--- config.mk ---
export PLATFORM = sky130hd
export DESIGN_NAME = uart_cmd_wrapper
export DESIGN_NICKNAME = d
export VERILOG_FILES = /design/src/rtl/dso_pkg.sv /design/src/rtl/uart_cmd_wrapper.sv
export SDC_FILE = /design/constraint.sdc
export NUM_CORES = 1
export LEC_CHECK = 0
export CAP_MARGIN = 20
export CORE_MARGIN = 4
export CORE_UTILIZATION = 44
export CTS_CLUSTER_DIAMETER = 120
export DETAILED_ROUTE_END_ITERATION = 10
export PLACE_DENSITY = 0.75
export SYNTH_ARGS = -nofsm -noshare
export SYNTH_HDL_FRONTEND = slang
export SYNTH_SLANG_ARGS = --single-unit
--- constraint.sdc ---
create_clock -name clk -period 1.9 [get_ports clk]
set_input_delay 0.38 -clock clk [delete_from_list [all_inputs] [get_ports clk]]
set_output_delay 0.38 -clock clk [all_outputs]
set_load 0.05 [all_outputs]
--- src/rtl/dso_pkg.sv ---
// Shared definitions for the DSO_dig host command path: framer/transmitter
// FSM state encodings and the dispatcher's command opcodes.
package dso_pkg;

    // Receive framer states: waiting for byte 1, 2, 3, or holding a full command
    typedef enum logic [1:0] {
        B1   = 2'd0,
        B2   = 2'd1,
        B3   = 2'd2,
        FULL = 2'd3
    } rx_state_t;

    // Response transmitter states
    typedef enum logic {
        TX_IDLE = 1'b0,
        TX_BUSY = 1'b1
    } tx_state_t;

    // Command opcodes carried in cmd[23:16]
    localparam logic [7:0] DUMP_CH  = 8'h01;
    localparam logic [7:0] CFG_GAIN = 8'h02;
    localparam logic [7:0] TRIG_LVL = 8'h03;
    localparam logic [7:0] TRIG_POS = 8'h04;
    localparam logic [7:0] SET_DEC  = 8'h05;
    localparam logic [7:0] TRIG_CFG = 8'h06;
    localparam logic [7:0] TRIG_RD  = 8'h07;
    localparam logic [7:0] EEP_WR   = 8'h08;
    localparam logic [7:0] EEP_RD   = 8'h09;

    // Positive acknowledge byte returned to the host
    localparam logic [7:0] POS_ACK  = 8'hA5;

endpackage

--- src/rtl/uart_cmd_wrapper.sv ---
// Command framing stage between the host UART and the command dispatcher.
// Three received bytes form one 24-bit command (first byte in the MSBs).
// A stalled partial frame is dropped after TIMEOUT idle cycles so the framer
// resynchronises. Single-byte responses are handed to the UART transmitter
// and their completion is reported back to the dispatcher.
module uart_cmd_wrapper
    import dso_pkg::*;
#(
    parameter int TIMEOUT = 50000
) (
    input  logic        clk,
    input  logic        rst_n,
    input  logic        rx_rdy,
    input  logic [7:0]  rx_data,
    output logic        clr_rx_rdy,
    output logic [23:0] cmd,
    output logic        cmd_rdy,
    input  logic        clr_cmd_rdy,
    input  logic        send_resp,
    input  logic [7:0]  resp_data,
    output logic        trmt,
    output logic [7:0]  tx_data,
    input  logic        tx_done,
    output logic        resp_sent,
    output logic        frame_err
);

    localparam int              CW       = $clog2(TIMEOUT + 1);
    localparam logic [CW-1:0]   TMO_LAST = CW'(TIMEOUT - 1);
    localparam logic [CW-1:0]   CNT_ZERO = {CW{1'b0}};
    localparam logic [CW-1:0]   CNT_ONE  = CW'(1);

    // Receive side state
    rx_state_t          rx_state_q;
    logic [CW-1:0]      tmo_cnt_q;
    logic [23:0]        cmd_q;
    logic               cmd_rdy_q;
    logic               frame_err_q;

    // Transmit side state
    tx_state_t          tx_state_q;
    logic [7:0]         tx_data_q;
    logic               trmt_pend_q;
    logic               trmt_q;
    logic               tx_done_q;
    logic               resp_sent_q;

    logic               rx_accept_s;
    logic               tmo_hit_s;

    // Byte acceptance: any framing state except FULL takes a pending byte;
    // the timeout fires on the cycle the counter would reach TIMEOUT.
    always_comb begin
        rx_accept_s = 1'b0;
        tmo_hit_s   = 1'b0;
        if (rx_rdy && (rx_state_q != FULL)) begin
            rx_accept_s = 1'b1;
        end else begin
            rx_accept_s = 1'b0;
        end
        if (tmo_cnt_q == TMO_LAST) begin
            tmo_hit_s = 1'b1;
        end else begin
            tmo_hit_s = 1'b0;
        end
    end

    // Receive framer: collect three bytes, hold the command until consumed,
    // and discard a partial frame when the inter-byte gap runs out.
    always_ff @(posedge clk or negedge rst_n) begin
        if (!rst_n) begin
            rx_state_q  <= B1;
            tmo_cnt_q   <= CNT_ZERO;
            cmd_q       <= 24'h00_0000;
            cmd_rdy_q   <= 1'b0;
            frame_err_q <= 1'b0;
        end else begin
            frame_err_q <= 1'b0;
            case (rx_state_q)
                B1: begin
                    tmo_cnt_q <= CNT_ZERO;
                    if (rx_rdy) begin
                        cmd_q[23:16] <= rx_data;
                        rx_state_q   <= B2;
                    end
                end
                B2: begin
                    if (rx_rdy) begin
                        cmd_q[15:8] <= rx_data;
                        tmo_cnt_q   <= CNT_ZERO;
                        rx_state_q  <= B3;
                    end else if (tmo_hit_s) begin
                        tmo_cnt_q   <= CNT_ZERO;
                        frame_err_q <= 1'b1;
                        rx_state_q  <= B1;
                    end else begin
                        tmo_cnt_q <= tmo_cnt_q + CNT_ONE;
                    end
                end
                B3: begin
                    if (rx_rdy) begin
                        cmd_q[7:0] <= rx_data;
                        tmo_cnt_q  <= CNT_ZERO;
                        cmd_rdy_q  <= 1'b1;
                        rx_state_q <= FULL;
                    end else if (tmo_hit_s) begin
                        tmo_cnt_q   <= CNT_ZERO;
                        frame_err_q <= 1'b1;
                        rx_state_q  <= B1;
                    end else begin
                        tmo_cnt_q <= tmo_cnt_q + CNT_ONE;
                    end
                end
                FULL: begin
                    // New bytes wait in the UART until the dispatcher is done
                    tmo_cnt_q <= CNT_ZERO;
                    if (clr_cmd_rdy) begin
                        cmd_rdy_q  <= 1'b0;
                        rx_state_q <= B1;
                    end
                end
                default: begin
                    tmo_cnt_q  <= CNT_ZERO;
                    cmd_rdy_q  <= 1'b0;
                    rx_state_q <= B1;
                end
            endcase
        end
    end

    // Response transmitter: latch the byte, fire trmt one cycle later,
    // then wait for the rising edge of tx_done.
    always_ff @(posedge clk or negedge rst_n) begin
        if (!rst_n) begin
            tx_state_q  <= TX_IDLE;
            tx_data_q   <= 8'h00;
            trmt_pend_q <= 1'b0;
            trmt_q      <= 1'b0;
            tx_done_q   <= 1'b0;
            resp_sent_q <= 1'b0;
        end else begin
            tx_done_q   <= tx_done;
            trmt_q      <= trmt_pend_q;
            trmt_pend_q <= 1'b0;
            resp_sent_q <= 1'b0;
            case (tx_state_q)
                TX_IDLE: begin
                    if (send_resp) begin
                        tx_data_q   <= resp_data;
                        trmt_pend_q <= 1'b1;
                        tx_state_q  <= TX_BUSY;
                    end
                end
                TX_BUSY: begin
                    // send_resp is ignored here: only one response is ever outstanding
                    if (tx_done && !tx_done_q) begin
                        resp_sent_q <= 1'b1;
                        tx_state_q  <= TX_IDLE;
                    end
                end
                default: begin
                    tx_state_q <= TX_IDLE;
                end
            endcase
        end
    end

    assign clr_rx_rdy = rx_accept_s;
    assign cmd        = cmd_q;
    assign cmd_rdy    = cmd_rdy_q;
    assign frame_err  = frame_err_q;
    assign trmt       = trmt_q;
    assign tx_data    = tx_data_q;
    assign resp_sent  = resp_sent_q;

endmodule
==> reports/qor.csv <==
metric;value;unit
status;completed;
first-pass GRT wire length;8420;um
Startpoint Class;flip-flop;
vias in the first global route;1789;
clock sinks;57;
core area;0.00524;mm^2
n_diodes;0;
setup violators final;0;
Final Cycle Share;0.985;
die width;82.4;um
Rows;26;
Min-Delay Path Class;reg2reg;
#FFs+latches synth;57;
WS Path Type;reg2out;
YS warnings;0;
cell at the slowest stage of the critical path;clkdlybuf4s50_1;
Crit Reg-Reg Endpoint;tmo_cnt_q[6];
I/O pin cnt;59;
Cell Pwr Density;1660;mW/mm^2
r2r setup slk;0.15;ns
Critical Path AT;1.49;ns
GRT Total Usage;0.169;
Final Cell Area;0.00344;mm^2
DRT Wirelength;4980;um
Skew-Pair Late Insertion Delay;0.32;ns
adder-cell share of the synthesized area;0.0308;
Synth area leaders;dfrtp_1 (59%), mux2_2 (15%), xnor2_1 (4.7%), nor2_1 (3.2%), ha_1 (3.1%);
Die ar.;0.00679;mm^2
Slew Viols, Final;0;
Pwr Total;0.00570;W
Root Driver;clkbuf_8;
worst IR drop on VDD;0.000982;V
Yosys top cell area share;0.586;
Via Count;1706;
drt drc;0;
ys async rst share;1.00;
leakage;1.64;nW
post-CTS setup buffers;0;
CTS tree;done;
area leader, netlist;dfrtp_1;
Initial DRC Count;68;
Tmin final;1.87;ns
nets;296;
Worst Skew;0.00572;ns
Starting Density;0.465;
Reg power frac;0.312;
Critical Path Source;cmd[16];
internal power;0.00336;W
Synth Area in XOR/XNOR;0.0504;
Clock Power Share;0.221;
Relative slew margins;0.654;
CTS clk-pin slew, worst paths;0.06;ns
CTS Buf Count;9;
Max Cap Viol;0;
register area;0.00143;mm^2
Post-synth EDFFs;0;
largest net degree at the start of global routing;42;
die span in y;82.4;um
Antenna Nets Post-Route;0;
number of port buffers;58;
Final HPWL DP;3580;um
switching power;0.00234;W
filler cell count;380;
Final Hold Viols;0;
cells along the critical path;clkdlybuf4s50_1;
Worst Max-Slew Pin Slew;0.517;ns
synthesized instance count;192;
CP max FO;2;
Crit path max-delay family;buffers and inverters;
initial antenna violation count;0;
Seq/Total Area, Yosys;0.586;
Compound-Gate Fraction of Synth Area;0.0252;
crit-path max cell delay;0.82;ns
main combinational cell family by area after synthesis;multiplexers;
DP Area;0.00315;mm^2
Multi-input gate area;963;um^2
total grt overflow;0;
DR pass1 iterations;4;
critical path depth;1;
Crit path buffers/inverters;1;
wire per inst;14.5;um
setup ws final;0.0293;ns
mux contribution to synthesized area;0.148;
Final Core Density;0.658;
vias per cell;4.97;
CTS max path bufs;2;
layout cell share with drive strength beyond 1;0.271;
Synth Area in Simple Gates;0.137;
Crit. End Element;primary output;
top_reg_cell synth;dfrtp_1;
Sw Ratio;0.410;
GPL Wtd Cong;0.773;
Peak Freq;0.535;GHz
area growth from synthesis to layout;41.5;%
Register-to-Register Path Depth;5;
Synth cell types;30;
H-tree depth;3;
Netlist Area Pre-Place;0.00243;mm^2
reg2reg start;tmo_cnt_q[4];
WHS;0.351;ns
Setup WS pre-CTS;0.103;ns
critical path endpoint;cmd[16];
Req. time, crit path;1.52;ns
Syn Nets;220;
Comb pwr share;0.467;
Synth Area per Inst;12.7;um^2
[power by group through the flow]
stage | combinational, W | clock [W] | sequential, W
floorplan | 0.000699 | 0 | 0.00289
detailed placement | 0.00270 | 0 | 0.00180
CTS | 0.00271 | 0.00130 | 0.00179
global placement | 0.00267 | 0 | 0.00179
finish | 0.00266 | 0.00126 | 0.00178
global route | 0.00283 | 0.00136 | 0.00182
[timing repair]
item	in CTS	in global routing
hold buffers	1	0
gates resized for setup	1	23
pin swaps	0	2
endpoints found under the hold margin	16	0
setup endpoints to repair	1	32
[synth_stat cells, types with 3 or more instances]
master,number
ha_1,6
nor3_1,4
inv_1,7
nand3_1,5
nor4_1,4
xnor2_1,13
dfrtp_1,57
nand2_1,9
mux2_2,32
nor2b_1,6
o21ai_0,4
nand4_1,3
nor2_1,21
[sequential cells by signal, indices dropped and copies added (netlist names)]
signal	flops
cmd	24
rx_state_q	2
tmo_cnt_q	16
tx_done_q	1
trmt	1
cmd_rdy	1
frame_err	1
tx_data	8
resp_sent	1
trmt_pend_q	1
tx_state_q	1
[final cells by class]
type,count,area share
Clock buffer,11,0.0440
Sequential cell,57,0.414
Multi-Input combinational cell,124,0.280
Timing Repair Buffer,69,0.207
Inverter,7,0.00763
Tap cell,70,0.0254
Clock inverter,5,0.0225
[cell usage in the layout (no fill, tap or decap), types with 4 or more instances in the layout]
cell,instances
ha_1,6
dlymetal6s2s_1,20
nor2b_1,5
nor3_1,4
nor4_1,4
clkdlybuf4s50_1,27
clkbuf_8,11
inv_1,7
nand2_1,9
nor2_1,21
buf_4,17
o21ai_0,4
xnor2_1,13
mux2_2,32
dfrtp_1,57
nand3_1,4
[worst min-delay path by stage]
stage	from	end	slack (ns)	cells past startpoint
global route	trmt_pend_q	trmt	0.36	0
finish	trmt_pend_q	trmt	0.35	0
CTS	trmt_pend_q	trmt	0.35	0
detailed placement	rst_n	tx_state_q	0.33	1
global placement	rst_n	tx_state_q	0.33	1
floorplan	rst_n	cmd[0]	0.08	0
[metal layers]
metal,vias to the layer above,share of wire,GRT usage
met5,-,0,0
met4,0,0.019,0.0698
met3,10,0.065,0.0651
met2,46,0.50,0.275
met1,838,0.41,0.201
li1,812,-,-
[metrics by stage]
step,TNS [ns],cells
2_1_floorplan,0,192
3_3_place_gp,0,326
3_5_place_dp,0,326
4_1_cts,0,343
5_1_grt,-0.0181,343
6_report,0,343
[logic make-up (layout without fill, tap and decap cells)]
| group | count (synthesis) | count (layout) |
|---|---|---|
| compound gates | 10 | 10 |
| xor+xnor | 14 | 14 |
| fa+ha+maj | 6 | 6 |
| buf+inv | 11 | 92 |
| flops | 57 | 57 |
| mux | 32 | 32 |
| simple gates | 62 | 62 |
(Power assumes the default switching activity.)
